<file path="src/rtl/otter_fetch_unit_if.sv">
// Fetch-unit bus: the instruction-memory read port, the decode-stage valid/ready handoff, and the redirect request.
// The master modport is the fetch unit's view. The slave modport is the surrounding pipeline's view.
interface otter_fetch_unit_if;
  logic        redirect;
  logic [31:0] redirect_pc;
  logic        imem_rd;
  logic [31:0] imem_addr;
  logic [31:0] imem_data;
  logic        id_valid;
  logic        id_ready;
  logic [31:0] id_ir;
  logic [31:0] id_pc;
  logic [31:0] id_next_pc;

  modport master (
    input  redirect, redirect_pc, imem_data, id_ready,
    output imem_rd, imem_addr, id_valid, id_ir, id_pc, id_next_pc
  );

  modport slave (
    output redirect, redirect_pc, imem_data, id_ready,
    input  imem_rd, imem_addr, id_valid, id_ir, id_pc, id_next_pc
  );
endinterface

</file>
<file path="src/rtl/otter_fetch_unit.sv">
// OTTER instruction-fetch front end: owns the PC, issues credit-limited reads to a 1-cycle synchronous
// instruction memory, queues the returned words, and hands {IR, PC, PC+4} to decode over valid/ready.
module otter_fetch_unit #(
  parameter logic [31:0] RESET_PC = 32'h0000_0000,
  parameter int unsigned QDEPTH   = 2
) (
  input  logic                   i_clk,
  input  logic                   i_rst_n,
  otter_fetch_unit_if.master     io_fetch
);
  localparam int unsigned PW = (QDEPTH > 1) ? $clog2(QDEPTH) : 1;
  localparam int unsigned CW = $clog2(QDEPTH + 1);

  typedef enum logic [1:0] {ST_IDLE, ST_RUN, ST_FLUSH} state_t;

  state_t        r_state;
  logic [31:0]   r_fetch_pc;
  logic [31:0]   r_inflight_pc;
  logic          r_inflight;
  logic [CW-1:0] r_count;
  logic [PW-1:0] r_wr_ptr;
  logic [PW-1:0] r_rd_ptr;
  logic [31:0]   r_q_ir [QDEPTH];
  logic [31:0]   r_q_pc [QDEPTH];

  logic          w_valid;
  logic          w_pop;
  logic          w_push;
  logic          w_issue;
  logic [31:0]   w_credit_use;

  function automatic logic [PW-1:0] next_ptr(input logic [PW-1:0] p);
    return (p == PW'(QDEPTH - 1)) ? '0 : p + 1'b1;
  endfunction

  assign w_valid      = (r_count != '0);
  assign w_pop        = w_valid & io_fetch.id_ready;
  assign w_push       = r_inflight & ~io_fetch.redirect;
  // Slots the queue will still hold next cycle; a pop this cycle frees its slot immediately.
  assign w_credit_use = 32'(r_count) + 32'(r_inflight) - 32'(w_pop);
  assign w_issue      = (r_state != ST_IDLE) & ~io_fetch.redirect & (w_credit_use < 32'(QDEPTH));

  assign io_fetch.imem_rd    = w_issue;
  assign io_fetch.imem_addr  = r_fetch_pc;
  assign io_fetch.id_valid   = w_valid;
  assign io_fetch.id_ir      = w_valid ? r_q_ir[r_rd_ptr] : '0;
  assign io_fetch.id_pc      = w_valid ? r_q_pc[r_rd_ptr] : '0;
  assign io_fetch.id_next_pc = w_valid ? r_q_pc[r_rd_ptr] + 32'd4 : '0;

  // ST_IDLE holds off issue while in reset and for the cycle after release.
  always_ff @(posedge i_clk or negedge i_rst_n) begin
    if (!i_rst_n) begin
      r_state       <= ST_IDLE;
      r_fetch_pc    <= RESET_PC;
      r_inflight_pc <= '0;
      r_inflight    <= 1'b0;
      r_count       <= '0;
      r_wr_ptr      <= '0;
      r_rd_ptr      <= '0;
    end else begin
      r_state <= io_fetch.redirect ? ST_FLUSH : ST_RUN;
      if (io_fetch.redirect) begin
        r_fetch_pc <= {io_fetch.redirect_pc[31:2], 2'b00};
        r_inflight <= 1'b0;
        r_count    <= '0;
        r_wr_ptr   <= '0;
        r_rd_ptr   <= '0;
      end else begin
        r_inflight <= w_issue;
        if (w_issue) begin
          r_fetch_pc    <= r_fetch_pc + 32'd4;
          r_inflight_pc <= r_fetch_pc;
        end
        if (w_push) r_wr_ptr <= next_ptr(r_wr_ptr);
        if (w_pop)  r_rd_ptr <= next_ptr(r_rd_ptr);
        r_count <= r_count + CW'(w_push) - CW'(w_pop);
      end
    end
  end

  always_ff @(posedge i_clk) begin
    if (w_push) begin
      r_q_ir[r_wr_ptr] <= io_fetch.imem_data;
      r_q_pc[r_wr_ptr] <= r_inflight_pc;
    end
  end

  assert property (@(posedge i_clk) disable iff (!i_rst_n)
    !(w_push && !w_pop && (r_count == CW'(QDEPTH))));
endmodule

</file>
<file path="src/flat_wrapper.sv">
// flat-port wrapper written by rule: the top's interface ports become plain ports
module otter_fetch_unit_flat 
#(
  parameter logic [31:0] RESET_PC = 32'h0000_0000,
  parameter int unsigned QDEPTH   = 2
)
  (i_clk, i_rst_n, io_fetch_redirect, io_fetch_redirect_pc, io_fetch_imem_data, io_fetch_id_ready, io_fetch_imem_rd, io_fetch_imem_addr, io_fetch_id_valid, io_fetch_id_ir, io_fetch_id_pc, io_fetch_id_next_pc);
  otter_fetch_unit_if io_fetch_i ();
  input  logic i_clk;
  input  logic i_rst_n;
  input wire logic [$bits(io_fetch_i.redirect)-1:0] io_fetch_redirect;
  input wire logic [$bits(io_fetch_i.redirect_pc)-1:0] io_fetch_redirect_pc;
  input wire logic [$bits(io_fetch_i.imem_data)-1:0] io_fetch_imem_data;
  input wire logic [$bits(io_fetch_i.id_ready)-1:0] io_fetch_id_ready;
  output wire logic [$bits(io_fetch_i.imem_rd)-1:0] io_fetch_imem_rd;
  output wire logic [$bits(io_fetch_i.imem_addr)-1:0] io_fetch_imem_addr;
  output wire logic [$bits(io_fetch_i.id_valid)-1:0] io_fetch_id_valid;
  output wire logic [$bits(io_fetch_i.id_ir)-1:0] io_fetch_id_ir;
  output wire logic [$bits(io_fetch_i.id_pc)-1:0] io_fetch_id_pc;
  output wire logic [$bits(io_fetch_i.id_next_pc)-1:0] io_fetch_id_next_pc;
  assign io_fetch_i.redirect = io_fetch_redirect;
  assign io_fetch_i.redirect_pc = io_fetch_redirect_pc;
  assign io_fetch_i.imem_data = io_fetch_imem_data;
  assign io_fetch_i.id_ready = io_fetch_id_ready;
  assign io_fetch_imem_rd = io_fetch_i.imem_rd;
  assign io_fetch_imem_addr = io_fetch_i.imem_addr;
  assign io_fetch_id_valid = io_fetch_i.id_valid;
  assign io_fetch_id_ir = io_fetch_i.id_ir;
  assign io_fetch_id_pc = io_fetch_i.id_pc;
  assign io_fetch_id_next_pc = io_fetch_i.id_next_pc;
  otter_fetch_unit #(.RESET_PC(RESET_PC), .QDEPTH(QDEPTH)) u_core (.i_clk(i_clk), .i_rst_n(i_rst_n), .io_fetch(io_fetch_i));
endmodule
</file>
<file path="config.mk">
export PLATFORM = sky130hd
export DESIGN_NAME = otter_fetch_unit_flat
export DESIGN_NICKNAME = d
export VERILOG_FILES = /design/src/rtl/otter_fetch_unit_if.sv /design/src/rtl/otter_fetch_unit.sv /design/src/flat_wrapper.sv
export SDC_FILE = /design/constraint.sdc
export NUM_CORES = 1
export LEC_CHECK = 0
export CORE_ASPECT_RATIO = 1.2
export CORE_MARGIN = 2
export CORE_UTILIZATION = 30
export DETAILED_ROUTE_END_ITERATION = 10
export SYNTH_ARGS = -nofsm -noshare
export SYNTH_HDL_FRONTEND = slang
export SYNTH_SLANG_ARGS = --single-unit
</file>
<file path="constraint.sdc">
create_clock -name i_clk -period 12.2 [get_ports i_clk]
set_clock_uncertainty 0.15 [all_clocks]
set_input_delay 2.44 -clock i_clk [delete_from_list [all_inputs] [get_ports i_clk]]
set_output_delay 2.44 -clock i_clk [all_outputs]
set_load 0.01 [all_outputs]
</file>
==> results by stage, run 1 <==
Global route:
- For met2 alone, demand over resource in global routing was 0.231.
- The via count of the first global-routing pass is 6246.
- The total congestion overflow after global routing is 0.
- The pin count of the biggest net entering global routing is 68.
- The met3 routing resource usage after global routing is 0.0270.
- In the global route stage, met1 resource usage came out at 0.198.
- The layer with the highest usage is met2.
- The global-route wire length before repair is 35000 microns.
- The number of antenna violations at the first check in global routing is 0.
- For this run, the total global-route usage over all layers was measured as 0.143.

Clocking:
- Clock-pin slew was measured on the worst setup and hold paths at 0.07 ns.
- The TritonCTS clock tree is done.
- The H-tree generated during clock tree synthesis spans 4 levels.
- The number of clock buffers inserted by TritonCTS is 17.
- The number of buffers added to fix hold violations after cts is 0.
- The clock passes through at most 2 buffers.
- Post-CTS repair changed the size of 0 cells.
- The post-CTS setup-driven buffer insertion count is 0.
- At the later pin of the worst-skew pair, clock insertion delay measures 0.43 ns.
- The root buffer cell chosen for the clock tree is sky130_fd_sc_hd__clkbuf_16.
- The clock sink total is 191.

Route:
- The mean routed wirelength per cell is 16.3 microns.
- The detailed router placed 6437 vias in this run.
- Using the TritonRoute via totals, the vias-per-cell ratio works out to 4.75.
- The first-pass iteration count of the detailed router is 5.
- The first-iteration detailed-routing DRC count is 366.
- Wires add up to 22100 microns.
- After detailed routing, the number of remaining DRC violations is 0.
- The number of nets still failing antenna checks after routing is 0.

Logic synthesis:
- By area the synthesized netlist is led by sky130_fd_sc_hd__edfxtp_1 (42%), sky130_fd_sc_hd__dfrtp_1 (19%), sky130_fd_sc_hd__mux2i_1 (6.6%).
- The count of yosys warnings during synthesis is 0.
- After synthesis the netlist holds a flip-flop and latch count of 191.
- The count of cell types in the netlist is 64.
- Each instance of the synthesized netlist takes up on average 11.6 sq um.
- After synthesis, the most frequently instantiated cells are sky130_fd_sc_hd__edfxtp_1 (124), sky130_fd_sc_hd__nand2_1 (117), sky130_fd_sc_hd__nor2_1 (89).
- The cell area after synthesis is 8930 sq um.
- For this run, the register share of the synthesized area comes to 0.605.
- The number of synthesized flops with an enable pin is 124.
- The post-synthesis async set-or-reset flop share is 0.351.
- The prevailing post-synth register cell is sky130_fd_sc_hd__edfxtp_1.
- In the synthesized netlist, the number of instances is 771.
- sky130_fd_sc_hd__edfxtp_1 takes more of the synthesized area than any other cell.
- The most common cell in the netlist is sky130_fd_sc_hd__edfxtp_1.
- The area fraction of the dominant cell type after synthesis is 0.417.

Setup path:
- The required time at the endpoint of the critical path is 9.61 ns.
- The worst setup path is launched from an input pin.
- In this run the worst path has a maximum fanout of 22.
- The type of destination of the critical path is an output port.
- The worst setup path is of the input pin to output port kind.
- Data arrives at the worst endpoint at 5.48 ns.

Timing:
- Setup repair after global routing left no endpoint under its margin.
- The total setup violations reported at the end of the flow is 0.
- Of the available clock period, the critical path in the final layout requires 0.662.
- Across all setup checks in the final design, the least slack found is 4.13 ns.
- At the pin with the least slew margin, the transition time is 0.886 ns.
- The highest attainable clock frequency is 124 MHz.
- The count of final max-slew check failures is 0.
- The worst pin sits at a relative slew slack of 0.409.
- The final number of hold-violating endpoints came to 0.
- The final critical path time including I/O delays and setup is 8.07 ns.
- The setup TNS is 0 ns.

Finish:
- The area of combinational cells with multiple inputs is 3240 sq um.
- Across the whole layout, storage elements account for 5400 sq um.
- Compared with the post-synthesis result, the final layout area differs by 31.8%.
- Of the cells placed in the final design, the portion with a size suffix greater than 1 is 0.0674.
- The total inserted antenna cells is 0.
- After filler insertion, the fill cell instance count of the layout stands at 2844.
- The final net count is 1031.

Power:
- The maximum VDD drop is 0.136 mV.
- The leakage component of the power is 4.27 nW.
- The power density over the cells is 209 nW/um^2.

Run:
- The number of max-cap violations is 0.

Place:
- Port buffering added 189 buffers.
- The HPWL after detailed placement is 15600 microns.
- OpenSTA, run right after detailed placement, puts the worst setup slack at 4.14 ns.
- The congestion estimate from routability-driven global placement came to 0.790.

Outcome:
- The flow ran to the end, and the final reports show no timing, DRC or antenna violations.

Worst hold path:
- The tightest min-delay check is of the flip-flop to flip-flop type.

Die:
- The initial utilization of the core area, before any placement, comes to 0.303.
- The floorplan step defined a die boundary enclosing 31200 sq um.
- The row count is 69.
- After floorplanning, the core was sized to cover 29400 sq um.
- The floorplan die width is 162 microns.
- The count of boundary I/O pins is 198.
- The die is 193 microns tall.
## cells by family (layout without fill, tap and decap cells)
kind of cell | after synthesis | in the layout | share of synthesized area
AND/OR/NAND/NOR | 310 | 310 | 0.165
flip-flops | 191 | 191 | 0.605
AO/OA/AOI/OAI | 102 | 102 | 0.0824
buffers and inverters | 70 | 259 | 0.0368
multiplexers | 65 | 65 | 0.0737
XOR/XNOR | 21 | 21 | 0.0206
adder cells (fa/ha/maj) | 11 | 11 | 0.0163
other | 1 | 6 | 0.000420
## registers in the layout (all words and copies together) (netlist names)
name and flops:
u_core.r_q_pc 60, u_core.r_q_ir 64, u_core.r_wr_ptr 1, u_core.r_state 2
u_core.r_inflight 1, u_core.r_rd_ptr 1, u_core.r_inflight_pc 30, u_core.io_fetch.imem_addr 30
u_core.r_count 2
## worst max-delay path, stage by stage
cell and delay (ns):
sky130_fd_sc_hd__clkdlybuf4s50_1 0.41, sky130_fd_sc_hd__o21ai_2 0.14, sky130_fd_sc_hd__nor2_1 0.12, sky130_fd_sc_hd__ha_1 0.21, sky130_fd_sc_hd__ha_1 0.17, sky130_fd_sc_hd__or3b_4 0.40, sky130_fd_sc_hd__a211oi_4 0.25, sky130_fd_sc_hd__nand2_2 0.10
sky130_fd_sc_hd__inv_1 0.29, sky130_fd_sc_hd__buf_4 0.35, sky130_fd_sc_hd__clkdlybuf4s50_1 0.59
## layout by cell type, fill, tap and decap left out, types with 14 or more instances in the layout
cell type                         instances
sky130_fd_sc_hd__xnor2_1                 16
sky130_fd_sc_hd__inv_1                   28
sky130_fd_sc_hd__dfrtp_1                 66
sky130_fd_sc_hd__nand3_1                 24
sky130_fd_sc_hd__mux2i_1                 59
sky130_fd_sc_hd__edfxtp_1               124
sky130_fd_sc_hd__nand2_1                117
sky130_fd_sc_hd__clkdlybuf4s50_1        188
sky130_fd_sc_hd__nor2_1                  88
sky130_fd_sc_hd__o21ai_0                 33
sky130_fd_sc_hd__nand4_1                 14
sky130_fd_sc_hd__clkbuf_16               18
## final cells by class
cell class,instances,share of cell area
clock buffers,19,0.0394
repair buffers,198,0.166
flip-flops and latches,191,0.459
multi-input cells,515,0.275
well taps,390,0.0415
inverters,29,0.00925
clock inverters,13,0.00946
## power by group
group / total (mW) / internal [mW] / switching [mW] / leakage (nW)
clock: 0.539 / 0.287 / 0.252 / 0.291
combinational: 0.961 / 0.452 / 0.509 / 2.01
sequential: 0.963 / 0.846 / 0.117 / 1.96
## per-stage QoR
stage	hold WS, ns	instances	power (mW)	cell area (sq um)	util
3_5_place_dp	0.311	1323	1.95	11200	0.380
4_1_cts	0.328	1355	2.50	11800	0.400
2_1_floorplan	0.292	776	1.47	8950	-
3_3_place_gp	0.303	1323	1.94	11200	0.380
5_1_grt	0.338	1355	2.63	11800	0.400
6_report	0.320	1355	2.46	11800	0.400
## metal layers
| metal | wire [microns] | part of all wire | vias up |
|---|---|---|---|
| met4 | 225 | 0.010 | 0 |
| met2 | 10400 | 0.47 | 176 |
| met3 | 1040 | 0.047 | 11 |
| met5 | 0 | 0 | - |
| li1 | - | - | 3139 |
| met1 | 10400 | 0.47 | 3111 |
## worst paths after layout
path | start | end | slack (ns) | cells after the start
max | io_fetch_id_ready | io_fetch_imem_rd | 4.13 | 11
min | u_core.r_inflight_pc[16] | u_core.r_q_pc[0][16] | 0.32 | 0
max reg2reg | u_core.r_count[0] | u_core.io_fetch.imem_addr[24] | 8.84 | 12
min reg2reg | u_core.r_inflight_pc[16] | u_core.r_q_pc[0][16] | 0.32 | 0
max in group asynchronous | i_rst_n | u_core.r_rd_ptr | 9.20 | 2
min in group asynchronous | i_rst_n | u_core.r_count[1] | 2.05 | 2
Note: power is estimated with default switching activity, not from simulation.
==> run 2: changes to the inputs <==
clock period = 6.88 ns   (was 12.2 ns; I/O delays follow)
==> run 2 against run 1 <==
  * Worst setup slack worse by 3.0 ns
  * Die area stayed put
  * Global-route usage is 0.21 points higher
  * Sequential cell count stayed put
  * First-iteration DRC count is 33% higher
  * Core utilization is 0.060 points higher
  * Sequential power is 78% higher
  * Cell count hardly changed
  * Sequential share of layout area is 0.069 points lower
==> results by stage, run 2 (synthesis results as in run 1) <==
Setup path:
- The type of destination of the critical path is an output port (unchanged).
- The critical path class is input pin to output port (unchanged).
- Cell-by-cell listing of the critical path: clkdlybuf4s50_1, o21ai_2, nor2_1, ha_1, ha_1, or3b_4, a211oi_4, nand2_2, buf_4, inv_1, clkdlybuf4s50_1 (was clkdlybuf4s50_1, o21ai_2, nor2_1, ha_1, ha_1, or3b_4, a211oi_4, nand2_2, inv_1, buf_4, clkdlybuf4s50_1).
- The delay of the slowest critical-path stage is 0.55 ns (was 0.59 ns).
- The length in cells of the worst reg-to-reg path is 14 (was 12).
- The launch point of the worst reg-to-reg path is u_core.r_count[0] (unchanged).
- The endpoint of the lowest-slack register-to-register path is u_core.io_fetch.imem_addr[26] (was u_core.io_fetch.imem_addr[24]).
- The cell class contributing the biggest share of worst-path delay was buffers and inverters (unchanged).
- The required time at the endpoint of the critical path is 5.35 ns (was 9.61 ns).
- The critical path data arrival time is 4.24 ns (was 5.48 ns).
- The number of buffer and inverter instances along the worst setup path was 4 (unchanged).
- The slowest library cell on the worst path was sky130_fd_sc_hd__clkdlybuf4s50_1 (unchanged).
- The maximum fanout count along the critical path is 63 (was 22).
- The register-to-register setup slack is 3.21 ns (was 8.84 ns).
- The nature of the critical path startpoint is an input pin (unchanged).

Timing:
- The worst slew margin relative to its limit was 0.206 (was 0.409).
- The highest attainable clock frequency is 173 MHz.
- The smallest clock period supported by the final layout is computed as 5.76 ns.
- The final number of hold-violating endpoints is 0 (unchanged).
- RSZ-0062 raised after global routing: false (unchanged).
- The count of final max-slew check failures is 0 (unchanged).
- The slew at the pin with the worst max-slew slack came to 1.19 ns (was 0.886 ns).
- The portion of the clock cycle consumed by the worst path in the final layout is 0.838.
- The setup TNS was 0 ns (unchanged).
- The final worst slack is 1.12 ns (was 4.13 ns).
- The total setup violations reported at the end of the flow is 0 (unchanged).

Place:
- The number of cells in the design after placement was 1322 (was 1323).
- The HPWL after detailed placement is 15800 microns (was 15600 microns).
- The port buffer count came to 189 (unchanged).
- The worst-case setup slack after placement is 1.09 ns (was 4.14 ns).
- The routability-driven placement congestion ratio came to 0.807 (was 0.790).

Clocking:
- The cell at the root of the clock tree was sky130_fd_sc_hd__clkbuf_16 (unchanged).
- The post-CTS setup-driven buffer insertion count is 0 (unchanged).
- The number of instances resized during post-cts repair was 0 (unchanged).
- The clock edge transition at the registers on the reported setup and hold paths came to 0.07 ns (about the same).
- The number of buffers added to fix hold violations after cts is 0 (unchanged).
- The number of H-tree levels came to 4 (unchanged).
- The TritonCTS clock tree is done (unchanged).
- The latest clock arrival within the worst-skew pair came to 0.44 ns (was 0.43 ns).
- The maximum root-to-sink buffer count was 2 (unchanged).
- The clock sink total is 191 (unchanged).
- The number of clock buffers inserted by TritonCTS came to 17 (unchanged).

Finish:
- The total inserted antenna cells was 0 (unchanged).
- The relative area change from synthesis to final layout is 32.0% (was 31.8%).
- The area of combinational cells with multiple inputs is 3240 sq um (unchanged).
- The total of fill cells in the finished design was 2819 (was 2844).
- The fraction of layout cells with a size suffix above 1 was 0.0664 (was 0.0674).
- The final net count came to 1030 (was 1031).
- The flip-flop count of the largest register, all copies and words added is 64 (unchanged).
- Largest registers ranked by flip-flop count: u_core.r_q_ir: 64 flops, u_core.r_q_pc: 60 flops (unchanged).
- The share of the core filled with cells is 0.400 (about the same).
- Commonest cells after routing, fill and taps aside: sky130_fd_sc_hd__clkdlybuf4s50_1 (188), sky130_fd_sc_hd__edfxtp_1 (124), sky130_fd_sc_hd__nand2_1 (117) (unchanged).
- The largest register by flop count is u_core.r_q_ir (unchanged).
- The register area is 5400 sq um (unchanged).
- The most common library cell in the layout ignoring fill and taps was sky130_fd_sc_hd__clkdlybuf4s50_1 (unchanged).
- The final standard cell count with taps included and fillers excluded came to 1354 (was 1355).

Die:
- The floorplan die width is 162 microns (unchanged).
- The count of boundary I/O pins is 198 (unchanged).
- The core outline area is 29400 sq um (unchanged).
- The die outline area is 31200 sq um (unchanged).
- The starting density of the core came to 0.303 (unchanged).
- The row count came to 69 (unchanged).
- The y dimension of the die is 193 microns (unchanged).

Run:
- The number of max-cap violations is 0 (unchanged).

Power:
- The leakage component of the power is 4.27 nW (about the same).
- The total chip power is 4.40 mW (was 2.46 mW).
- The power density over the cells is 374 nW/um^2 (was 209 nW/um^2).
- The maximum VDD drop came to 0.199 mV (was 0.136 mV).

Route:
- The number of nets still failing antenna checks after routing is 0 (unchanged).
- The remaining design rule violation count is 0 (unchanged).
- The number of vias after detailed routing came to 6407 (was 6437).
- The total wire length is 22500 microns (was 22100 microns).
- The detailed-routed wire length on met2 is 10500 microns (was 10400 microns).
- The vias per cell came to 4.73 (was 4.75).
- The mean routed wirelength per cell came to 16.6 microns (was 16.3 microns).
- The detailed-routed wire length on met3 is 1100 microns (was 1040 microns).
- The first-iteration detailed-routing DRC count was 488 (was 366).
- The first-pass iteration count of the detailed router came to 5 (unchanged).
- The post-route met1 wirelength is 10500 microns (was 10400 microns).
- The topmost layer with routed signal wires is met4 (unchanged).

Worst hold path:
- The number of cells on the worst hold path is 0 (unchanged).
- The capture endpoint of the worst hold path is u_core.r_q_pc[0][27] (was u_core.r_q_pc[0][16]).
- The startpoint of the worst hold path is u_core.r_inflight_pc[27] (was u_core.r_inflight_pc[16]).
- The type of the worst min-delay path is flip-flop to flip-flop (unchanged).

Global route:
- The number of antenna violations at the first check in global routing came to 0 (unchanged).
- The total congestion overflow after global routing is 0 (unchanged).
- The pin count of the biggest net entering global routing is 68 (unchanged).
- The overall global routing resource usage is 0.145 (was 0.143).
- The via count of the first global-routing pass came to 6212 (was 6246).
- The global-route wire length before repair is 35100 microns (was 35000 microns).

Outcome:
- Status: finished, final reports clean (unchanged).
[run 2: power breakdown]
group          switching [mW]  leakage (nW)  internal [mW]
clock network           0.474         0.298          0.521
registers               0.210          1.96           1.50
logic                   0.896          2.01          0.801
[run 2: how the worst max path moves through the flow]
stage / from / end / cells past startpoint
final: io_fetch_id_ready / io_fetch_imem_rd / 11
after global routing: io_fetch_id_ready / io_fetch_imem_rd / 11
after CTS: io_fetch_id_ready / io_fetch_imem_rd / 11
after detailed placement: io_fetch_id_ready / io_fetch_imem_rd / 11
after global placement: io_fetch_id_ready / io_fetch_imem_rd / 11
after floorplan: io_fetch_redirect / u_core.r_q_ir[0][0] / 3
[run 2: area by class of cell]
cell class	count	area share
tap	390	0.0414
clock inverter	15	0.0149
sequential	191	0.459
clock buffer	17	0.0361
inverter	29	0.00924
multi-input combinational	515	0.275
timing repair buffer	197	0.165
[run 2: stage by stage]
stage / hold slack (ns) / cell area, sq um
6_report: 0.335 / 11800
5_1_grt: 0.352 / 11800
4_1_cts: 0.338 / 11800
3_5_place_dp: 0.320 / 11200
3_3_place_gp: 0.305 / 11200
2_1_floorplan: 0.292 / 8950
[run 2: layer usage]
metal | up-vias | track usage
li1 | 3128 | -
met1 | 3066 | 0.202
met2 | 194 | 0.235
met3 | 19 | 0.0261
met4 | 0 | 0.0402
met5 | - | 0
